==> config.mk <==
export PLATFORM = sky130hd
export DESIGN_NAME = timer_apb_regs
export DESIGN_NICKNAME = d
export VERILOG_FILES = /design/src/rtl/timer_pkg.sv /design/src/rtl/timer_apb_fsm.sv /design/src/rtl/timer_apb_regs.sv
export SDC_FILE = /design/constraint.sdc
export NUM_CORES = 1
export LEC_CHECK = 0
export CAP_MARGIN = 10
export CORE_MARGIN = 4
export CORE_UTILIZATION = 44
export DETAILED_ROUTE_END_ITERATION = 8
export GPL_ROUTABILITY_DRIVEN = 0
export PLACE_DENSITY = 0.95
export SETUP_SLACK_MARGIN = 0.02
export SLEW_MARGIN = 20
export SYNTH_ARGS = -nofsm -noshare
export SYNTH_HDL_FRONTEND = slang
export SYNTH_HIERARCHICAL = 1
export SYNTH_SLANG_ARGS = --single-unit
==> constraint.sdc <==
create_clock -name clk -period 2.71 [get_ports clk]
set_input_delay 0.4065 -clock clk [delete_from_list [all_inputs] [get_ports clk]]
set_output_delay 0.4065 -clock clk [all_outputs]
set_load 0.005 [all_outputs]
==> src/rtl/timer_pkg.sv <==
// Shared constants for the timer APB register block: register addresses,
// control/status bit positions and the bus state machine encoding.
package timer_pkg;

    // Register addresses
    localparam logic [7:0] ADDR_TDR  = 8'h00;
    localparam logic [7:0] ADDR_TCR  = 8'h01;
    localparam logic [7:0] ADDR_TSR  = 8'h02;
    localparam logic [7:0] ADDR_TCNT = 8'h03;

    // TCR bit positions
    localparam int unsigned TCR_LOAD   = 7;
    localparam int unsigned TCR_UPDN   = 5;
    localparam int unsigned TCR_EN     = 4;
    localparam int unsigned TCR_CKS_HI = 1;
    localparam int unsigned TCR_CKS_LO = 0;

    // TSR bit positions
    localparam int unsigned TSR_OVF = 0;
    localparam int unsigned TSR_UDF = 1;

    // APB responder states
    typedef enum logic [1:0] {
        IDLE   = 2'd0,
        SETUP  = 2'd1,
        ACCESS = 2'd2
    } apb_state_t;

endpackage

==> src/rtl/timer_apb_fsm.sv <==
// APB handshake state machine: tracks setup/access phases, counts wait
// states and produces a one-cycle pready plus commit strobes for the
// register file.
module timer_apb_fsm
    import timer_pkg::*;
#(
    parameter int WAIT_CYCLES = 0
) (
    input  logic clk,
    input  logic rst,
    input  logic psel,
    input  logic penable,
    input  logic pwrite,
    output logic pready,
    output logic wr_commit,
    output logic rd_valid
);

    localparam logic [3:0] WAIT_INIT = 4'(WAIT_CYCLES);

    apb_state_t state_q;
    apb_state_t phase;
    logic [3:0] wait_cnt;

    // The setup phase is recognised in the same cycle the bus presents it,
    // so SETUP is decoded from IDLE plus the bus pins rather than stored;
    // this keeps a zero-wait transfer at two cycles with a registered pready.
    always_comb begin
        phase = state_q;
        if (state_q == IDLE && psel && !penable) begin
            phase = SETUP;
        end
    end

    // Advance the handshake, count wait states and raise pready for one cycle.
    always_ff @(posedge clk) begin
        if (rst) begin
            state_q  <= IDLE;
            wait_cnt <= 4'd0;
            pready   <= 1'b0;
        end else begin
            case (phase)
                IDLE: begin
                    pready <= 1'b0;
                end
                SETUP: begin
                    wait_cnt <= WAIT_INIT;
                    pready   <= (WAIT_INIT == 4'd0);
                    state_q  <= ACCESS;
                end
                ACCESS: begin
                    if (!psel) begin
                        state_q <= IDLE;
                        pready  <= 1'b0;
                    end else if (pready) begin
                        state_q <= IDLE;
                        pready  <= 1'b0;
                    end else if (penable) begin
                        if (wait_cnt <= 4'd1) begin
                            pready <= 1'b1;
                        end
                        wait_cnt <= (wait_cnt == 4'd0) ? 4'd0 : wait_cnt - 4'd1;
                    end
                end
                default: begin
                    state_q <= IDLE;
                    pready  <= 1'b0;
                end
            endcase
        end
    end

    assign wr_commit = pready && psel && penable && pwrite;
    assign rd_valid  = pready && psel && penable && !pwrite;

endmodule

==> src/rtl/timer_apb_regs.sv <==
// Register file for the 8-bit timer: turns APB writes into counter controls
// and pulses, and returns counter status and count on APB reads.
module timer_apb_regs
    import timer_pkg::*;
#(
    parameter int ADDR_W      = 8,
    parameter int WAIT_CYCLES = 0
) (
    input  logic              clk,
    input  logic              rst,
    input  logic              psel,
    input  logic              penable,
    input  logic              pwrite,
    input  logic [ADDR_W-1:0] paddr,
    input  logic [7:0]        pwdata,
    output logic [7:0]        prdata,
    output logic              pready,
    output logic              pslverr,
    output logic [7:0]        start_counter,
    output logic              load,
    output logic              up_down,
    output logic              enable,
    output logic [1:0]        cks,
    output logic              clr_overflow,
    output logic              clr_underflow,
    input  logic              overflow,
    input  logic              underflow,
    input  logic [7:0]        tcnt
);

    logic       wr_commit;
    logic       rd_valid;
    logic       addr_ok;
    logic [7:0] rd_mux;

    timer_apb_fsm #(
        .WAIT_CYCLES(WAIT_CYCLES)
    ) u_fsm (
        .clk      (clk),
        .rst      (rst),
        .psel     (psel),
        .penable  (penable),
        .pwrite   (pwrite),
        .pready   (pready),
        .wr_commit(wr_commit),
        .rd_valid (rd_valid)
    );

    // Only the four lowest addresses are mapped; anything above errors out.
    assign addr_ok = (paddr[ADDR_W-1:2] == '0);
    assign pslverr = pready && !addr_ok;

    // Apply committed writes; load and flag clears default low so they pulse.
    always_ff @(posedge clk) begin
        if (rst) begin
            start_counter <= 8'h00;
            up_down       <= 1'b0;
            enable        <= 1'b0;
            cks           <= 2'b00;
            load          <= 1'b0;
            clr_overflow  <= 1'b0;
            clr_underflow <= 1'b0;
        end else begin
            load          <= 1'b0;
            clr_overflow  <= 1'b0;
            clr_underflow <= 1'b0;
            if (wr_commit && addr_ok) begin
                case (paddr[1:0])
                    ADDR_TDR[1:0]: begin
                        start_counter <= pwdata;
                    end
                    ADDR_TCR[1:0]: begin
                        load    <= pwdata[TCR_LOAD];
                        up_down <= pwdata[TCR_UPDN];
                        enable  <= pwdata[TCR_EN];
                        cks     <= pwdata[TCR_CKS_HI:TCR_CKS_LO];
                    end
                    ADDR_TSR[1:0]: begin
                        clr_overflow  <= pwdata[TSR_OVF];
                        clr_underflow <= pwdata[TSR_UDF];
                    end
                    default: begin
                    end
                endcase
            end
        end
    end

    // Select the addressed register; TCR LOAD and reserved bits read as zero.
    always_comb begin
        rd_mux = 8'h00;
        case (paddr[1:0])
            ADDR_TDR[1:0]:  rd_mux = start_counter;
            ADDR_TCR[1:0]:  rd_mux = {2'b00, up_down, enable, 2'b00, cks};
            ADDR_TSR[1:0]:  rd_mux = {6'b000000, underflow, overflow};
            ADDR_TCNT[1:0]: rd_mux = tcnt;
            default:        rd_mux = 8'h00;
        endcase
    end

    assign prdata = (rd_valid && addr_ok) ? rd_mux : 8'h00;

endmodule

==> results.json, run 1 <==
{
  "status": "complete, no violations",
  "setup_viol": 0,
  "worst-endpoint-required_ps": 2300,
  "async_flop_share": 0,
  "leakage_nw": 0.657,
  "placed_area_sq_mm": 0.00177,
  "cts_made_buffers": 3,
  "hold_viol": 0,
  "die_h_um": 60.0,
  "vias": 1224,
  "syn_area_per_cell_sq_um": 9.00,
  "post-route-period-util": 0.965,
  "cp_slowest_stage_delay_ps": 670,
  "cts_tree": "done",
  "ys_seq_area_frac": 0.354,
  "wl_per_cell_um": 15.8,
  "worstPathArrival_ps": 2210,
  "htree_levels": 1,
  "fin_cells": 219,
  "fmax_ghz": 0.382,
  "ys_ff_latch": 21,
  "ant_nets": 0,
  "internal-power_mw": 0.431,
  "comb_power_share": 0.178,
  "p_per_area_mw_per_mm2": 314,
  "io_pins": 56,
  "ys_warn_count": 6,
  "antenna_found_initial": 0,
  "die_area_sq_mm": 0.00360,
  "cp_max_fo": 7,
  "placementRows": 18,
  "cpMostUsedCell": "clkdlybuf4s50_1",
  "maxCapViolations": 0,
  "initial_utilization": 0.471,
  "hold_path.class": "reg2reg",
  "place_inst": 215,
  "worstPathCellList": "clkdlybuf4s50_1, mux4_2, nor2b_1, clkdlybuf4s50_1",
  "nNetsFinal": 221,
  "crit_path_start_kind": "input pin",
  "slowest_stage": "clkdlybuf4s50_1",
  "clk-insertion-delay-late_ps": 310,
  "cp-end-kind": "output port",
  "core_sq_mm": 0.00252,
  "synth_cell_type_count": 36,
  "n_antenna_cell": 0,
  "max_slew_margin": 0.735,
  "swShare": 0.242,
  "synth_edf_count": 0,
  "dp_slack_ps": 103,
  "cts_buffer_depth": 2,
  "grt_overflow": 0,
  "rsz0062_at_grt": "no",
  "fin_ws_ps": 94.4,
  "mostFrequentLayoutCells": "55 x clkdlybuf4s50_1, 21 x nand2b_1, 21 x dfxtp_1",
  "skew_ps": 0.614,
  "ys.flop_type": "dfxtp_1",
  "power_frac_seq": 0.550,
  "cts_root_buffer": "clkbuf_4",
  "cts.sinks": 21,
  "path_clk_slew_ps": 110,
  "io_buffers": 55,
  "grt_pass1_wl_um": 5480,
  "worstMarginPinSlew_ps": 396,
  "hold_buffers": 0,
  "syn-num-nets": 163,
  "drive_gt1_frac": 0.0899,
  "vias_per_cell": 5.59,
  "dieWidth_um": 60.0,
  "finalMaxSlewViolations": 0,
  "synth.cell_area_sq_mm": 0.00119,
  "final_cell_area_sq_mm": 0.00181,
  "critical_path_class": "in2out",
  "synth_cells": 132,
  "drt-pass1-iter-count": 4,
  "final_common_cell": "clkdlybuf4s50_1",
  "grt_pass1_vias": 1240,
  "dr.first_iter.drc_count": 53,
  "max-vdd-ir-drop_mv": 0.269,
  "fin_setup_tns_ps": 0,
  "track_usage": 0.204,
  "wirelength_um": 3460,
  "hpwl_um": 2700,
  "p_switching_mw": 0.137,
  "drc_errors": 0,
  "power_frac_clock": 0.272,
  "grt_max_degree": 14,
  "syn2layout_area_growth_pct": 52.1,
  "fin_worst_hold_slack_ps": 500,
  "layout_min_cycle_time_ps": 2620
}
-- critical path: cells and delay by family --
kind                   cells  cell delay, ps
buffers and inverters      2            1110
muxes                      1             540
and+or+nand+nor            1             140
-- sequential cells by signal, indices dropped and copies added, names as in the netlist --
name,count
load,1
u_fsm/pready,1
cks,2
u_fsm/wait_cnt,4
u_fsm/state_q,1
enable,1
clr_underflow,1
up_down,1
clr_overflow,1
start_counter,8
-- path summary, 6_finish.rpt --
path,startpoint,end,slack (ps),cells past startpoint
max,paddr[0],prdata[0],90,4
min,start_counter[4]$_SDFFE_PP0P_,start_counter[4]$_SDFFE_PP0P_,500,2
max reg2reg,u_fsm/pready$_SDFF_PP0_,start_counter[7]$_SDFFE_PP0P_,1060,4
min reg2reg,start_counter[4]$_SDFFE_PP0P_,start_counter[4]$_SDFFE_PP0P_,500,2
-- metrics by stage --
step / utilization / power (mW)
final: 0.717 / 0.568
after detailed placement: 0.703 / 0.419
after global placement: 0.703 / 0.416
after CTS: 0.714 / 0.571
after global routing: 0.717 / 0.592
after floorplan: - / 0.358
-- routing by layer --
layer	routed length, um	GRT usage	up-vias
met2	1870	0.369	54
met1	1280	0.227	580
met5	0	0	-
met3	232	0.0302	7
met4	78	0.104	0
li1	-	-	583
-- repair_timing --
item / CTS / global route
resized for setup: 0 / 2
buffers inserted: 0 / 0
setup endpoints to repair: 0 / 2
-- synth_stat cells, types with 2 or more instances --
cell,number,area (sq um)
dfxtp_1,21,420
mux2i_1,14,140
nor2b_1,4,25.0
nor2_1,16,60.1
nand4_1,5,31.3
mux4_2,2,45.0
and3_1,2,12.5
nand2b_1,21,131
inv_1,7,26.3
a22oi_1,4,30.0
a21oi_1,3,15.0
nand3_1,4,20.0
buf_2,2,10.0
a2bb2oi_1,2,17.5
nor3_1,2,10.0
clkbuf_1,3,11.3
-- power by group through the flow --
| stage | clock network (mW) | registers, mW | logic (mW) |
|---|---|---|---|
| 6_report | 0.154 | 0.313 | 0.101 |
| 5_1_grt | 0.170 | 0.313 | 0.109 |
| 4_1_cts | 0.159 | 0.312 | 0.100 |
| 3_5_place_dp | 0 | 0.320 | 0.0993 |
| 3_3_place_gp | 0 | 0.319 | 0.0969 |
| 2_1_floorplan | 0 | 0.318 | 0.0404 |
-- logic make-up after synthesis --
group	after synthesis	share of synthesized area
buf+inv	14	0.0558
compound gates	15	0.101
flops	21	0.354
mux	16	0.156
simple gates	66	0.334
-- area by class of cell --
| cell class | count | area [sq um] |
|---|---|---|
| Timing Repair Buffer | 60 | 588 |
| Tap cell | 30 | 37.5 |
| Clock buffer | 4 | 26.3 |
| Sequential cell | 21 | 420 |
| Fill cell | 184 | 714 |
| Multi-Input combinational cell | 97 | 709 |
| Inverter | 7 | 26.3 |
Note: power is estimated with default switching activity, not from simulation.
==> run 2, diff against run 1 <==
--- a/config.mk
+++ b/config.mk
@@ -6,7 +6,7 @@
 export NUM_CORES = 1
 export LEC_CHECK = 0
 export CAP_MARGIN = 10
-export CORE_MARGIN = 4
+export CORE_MARGIN = 2
 export CORE_UTILIZATION = 44
 export DETAILED_ROUTE_END_ITERATION = 8
 export GPL_ROUTABILITY_DRIVEN = 0
==> run 2 against run 1 <==
  * Clock skew grew 2.1 ps
  * Via count down 0.98%
  * Global-route usage up 1.2 points
  * Core utilization is 0.30 points lower
  * Hold slack about the same
==> results.json, run 2 (synthesis results as in run 1) <==
{
  "grt_pass1_vias": 1202,
  "leakage_nw": 0.657,
  "die_area_sq_mm": 0.00313,
  "cts.sinks": 21,
  "worstPathArrival_ps": 2160,
  "top_register": "start_counter",
  "ant_nets": 0,
  "critical_path_class": "in2out",
  "dieWidth_um": 56.0,
  "grt_max_degree": 26,
  "final_common_cell": "clkdlybuf4s50_1",
  "crit_path_start_kind": "input pin",
  "wirelength_um": 3170,
  "io_pins": 56,
  "grt_pass1_wl_um": 5400,
  "cts_root_buffer": "clkbuf_4",
  "layout_min_cycle_time_ps": 2570,
  "reg_top3": "start_counter x8, u_fsm/wait_cnt x4, cks x2",
  "track_usage": 0.216,
  "cp_max_fo": 8,
  "max_slew_margin": 0.751,
  "utilization": 0.714,
  "clk-insertion-delay-late_ps": 300,
  "fin_cells": 219,
  "placed_area_sq_mm": 0.00177,
  "place_inst": 215,
  "rsz0062_at_grt": "no",
  "io_buffers": 55,
  "n_antenna_cell": 0,
  "initial_utilization": 0.471,
  "drive_gt1_frac": 0.0794,
  "total_power_mw": 0.563,
  "mostFrequentLayoutCells": "55 x clkdlybuf4s50_1, 21 x nand2b_1, 21 x dfxtp_1",
  "fmax_ghz": 0.390,
  "skew_ps": 2.67,
  "core_sq_mm": 0.00252,
  "hold_viol": 0,
  "fin_ws_ps": 143,
  "hold_buffers": 0,
  "fillCellCount": 204,
  "max-vdd-ir-drop_mv": 0.317,
  "placementRows": 18,
  "fin_worst_hold_slack_ps": 501,
  "final_cell_area_sq_mm": 0.00180,
  "vias": 1212,
  "post_cts_resized": 0,
  "hpwl_um": 2500,
  "drt-pass1-iter-count": 4,
  "worst-endpoint-required_ps": 2300,
  "p_per_area_mw_per_mm2": 313,
  "fin_setup_tns_ps": 0,
  "dr.first_iter.drc_count": 38,
  "setup_viol": 0,
  "drc_errors": 0,
  "grt_overflow": 0,
  "largest_reg_flops": 8,
  "die_h_um": 56.0,
  "htree_levels": 1,
  "dp_slack_ps": 132,
  "cp-end-kind": "output port",
  "finalMaxSlewViolations": 0,
  "antenna_found_initial": 0,
  "vias_per_cell": 5.53,
  "nNetsFinal": 221,
  "status": "complete, no violations",
  "hold_path.class": "reg2reg",
  "wl_per_cell_um": 14.5,
  "cts_tree": "done",
  "post-route-period-util": 0.947,
  "worstMarginPinSlew_ps": 371,
  "maxCapViolations": 0,
  "cts_buffer_depth": 2,
  "path_clk_slew_ps": 110,
  "cts_setup_buffers": 0,
  "cts_made_buffers": 3,
  "syn2layout_area_growth_pct": 51.5
}
run 2: cell counts in the layout (fill, tap and decap cells not counted):
No cell type changed its count.
run 2: worst paths after layout:
kind | start | endpoint | slack, ps | cells after the start
max | psel | prdata[3] | 140 | 6
min | start_counter[3]$_SDFFE_PP0P_ | start_counter[3]$_SDFFE_PP0P_ | 500 | 2
max reg2reg | u_fsm/pready$_SDFF_PP0_ | start_counter[6]$_SDFFE_PP0P_ | 1140 | 4
min reg2reg | start_counter[3]$_SDFFE_PP0P_ | start_counter[3]$_SDFFE_PP0P_ | 500 | 2
run 2: cell type report:
type	count	area, sq um	share of cell area
multi-input combinational	97	702	0.390
clock buffer	4	26.3	0.0146
inverter	7	26.3	0.0146
tap	30	37.5	0.0208
timing repair buffer	60	588	0.327
sequential	21	420	0.233
run 2: where the power goes:
| part | internal [mW] | switching [mW] |
|---|---|---|
| registers | 0.310 | 0.00265 |
| logic | 0.0632 | 0.0364 |
| clock network | 0.0574 | 0.0938 |
| total | 0.431 | 0.133 |
run 2: layer usage:
layer / vias up / global-route usage / share of wire
li1: 583 / - / -
met1: 572 / 0.269 / 0.41
met2: 48 / 0.356 / 0.51
met3: 9 / 0.0326 / 0.048
met5: - / 0 / 0
met4: 0 / 0.116 / 0.028
run 2: critical path, stage by stage:
cell and delay [ps]:
clkdlybuf4s50_1 570, nand3_1 130, nor2_1 100, nand3_1 250, nor2_1 180, clkdlybuf4s50_1 530
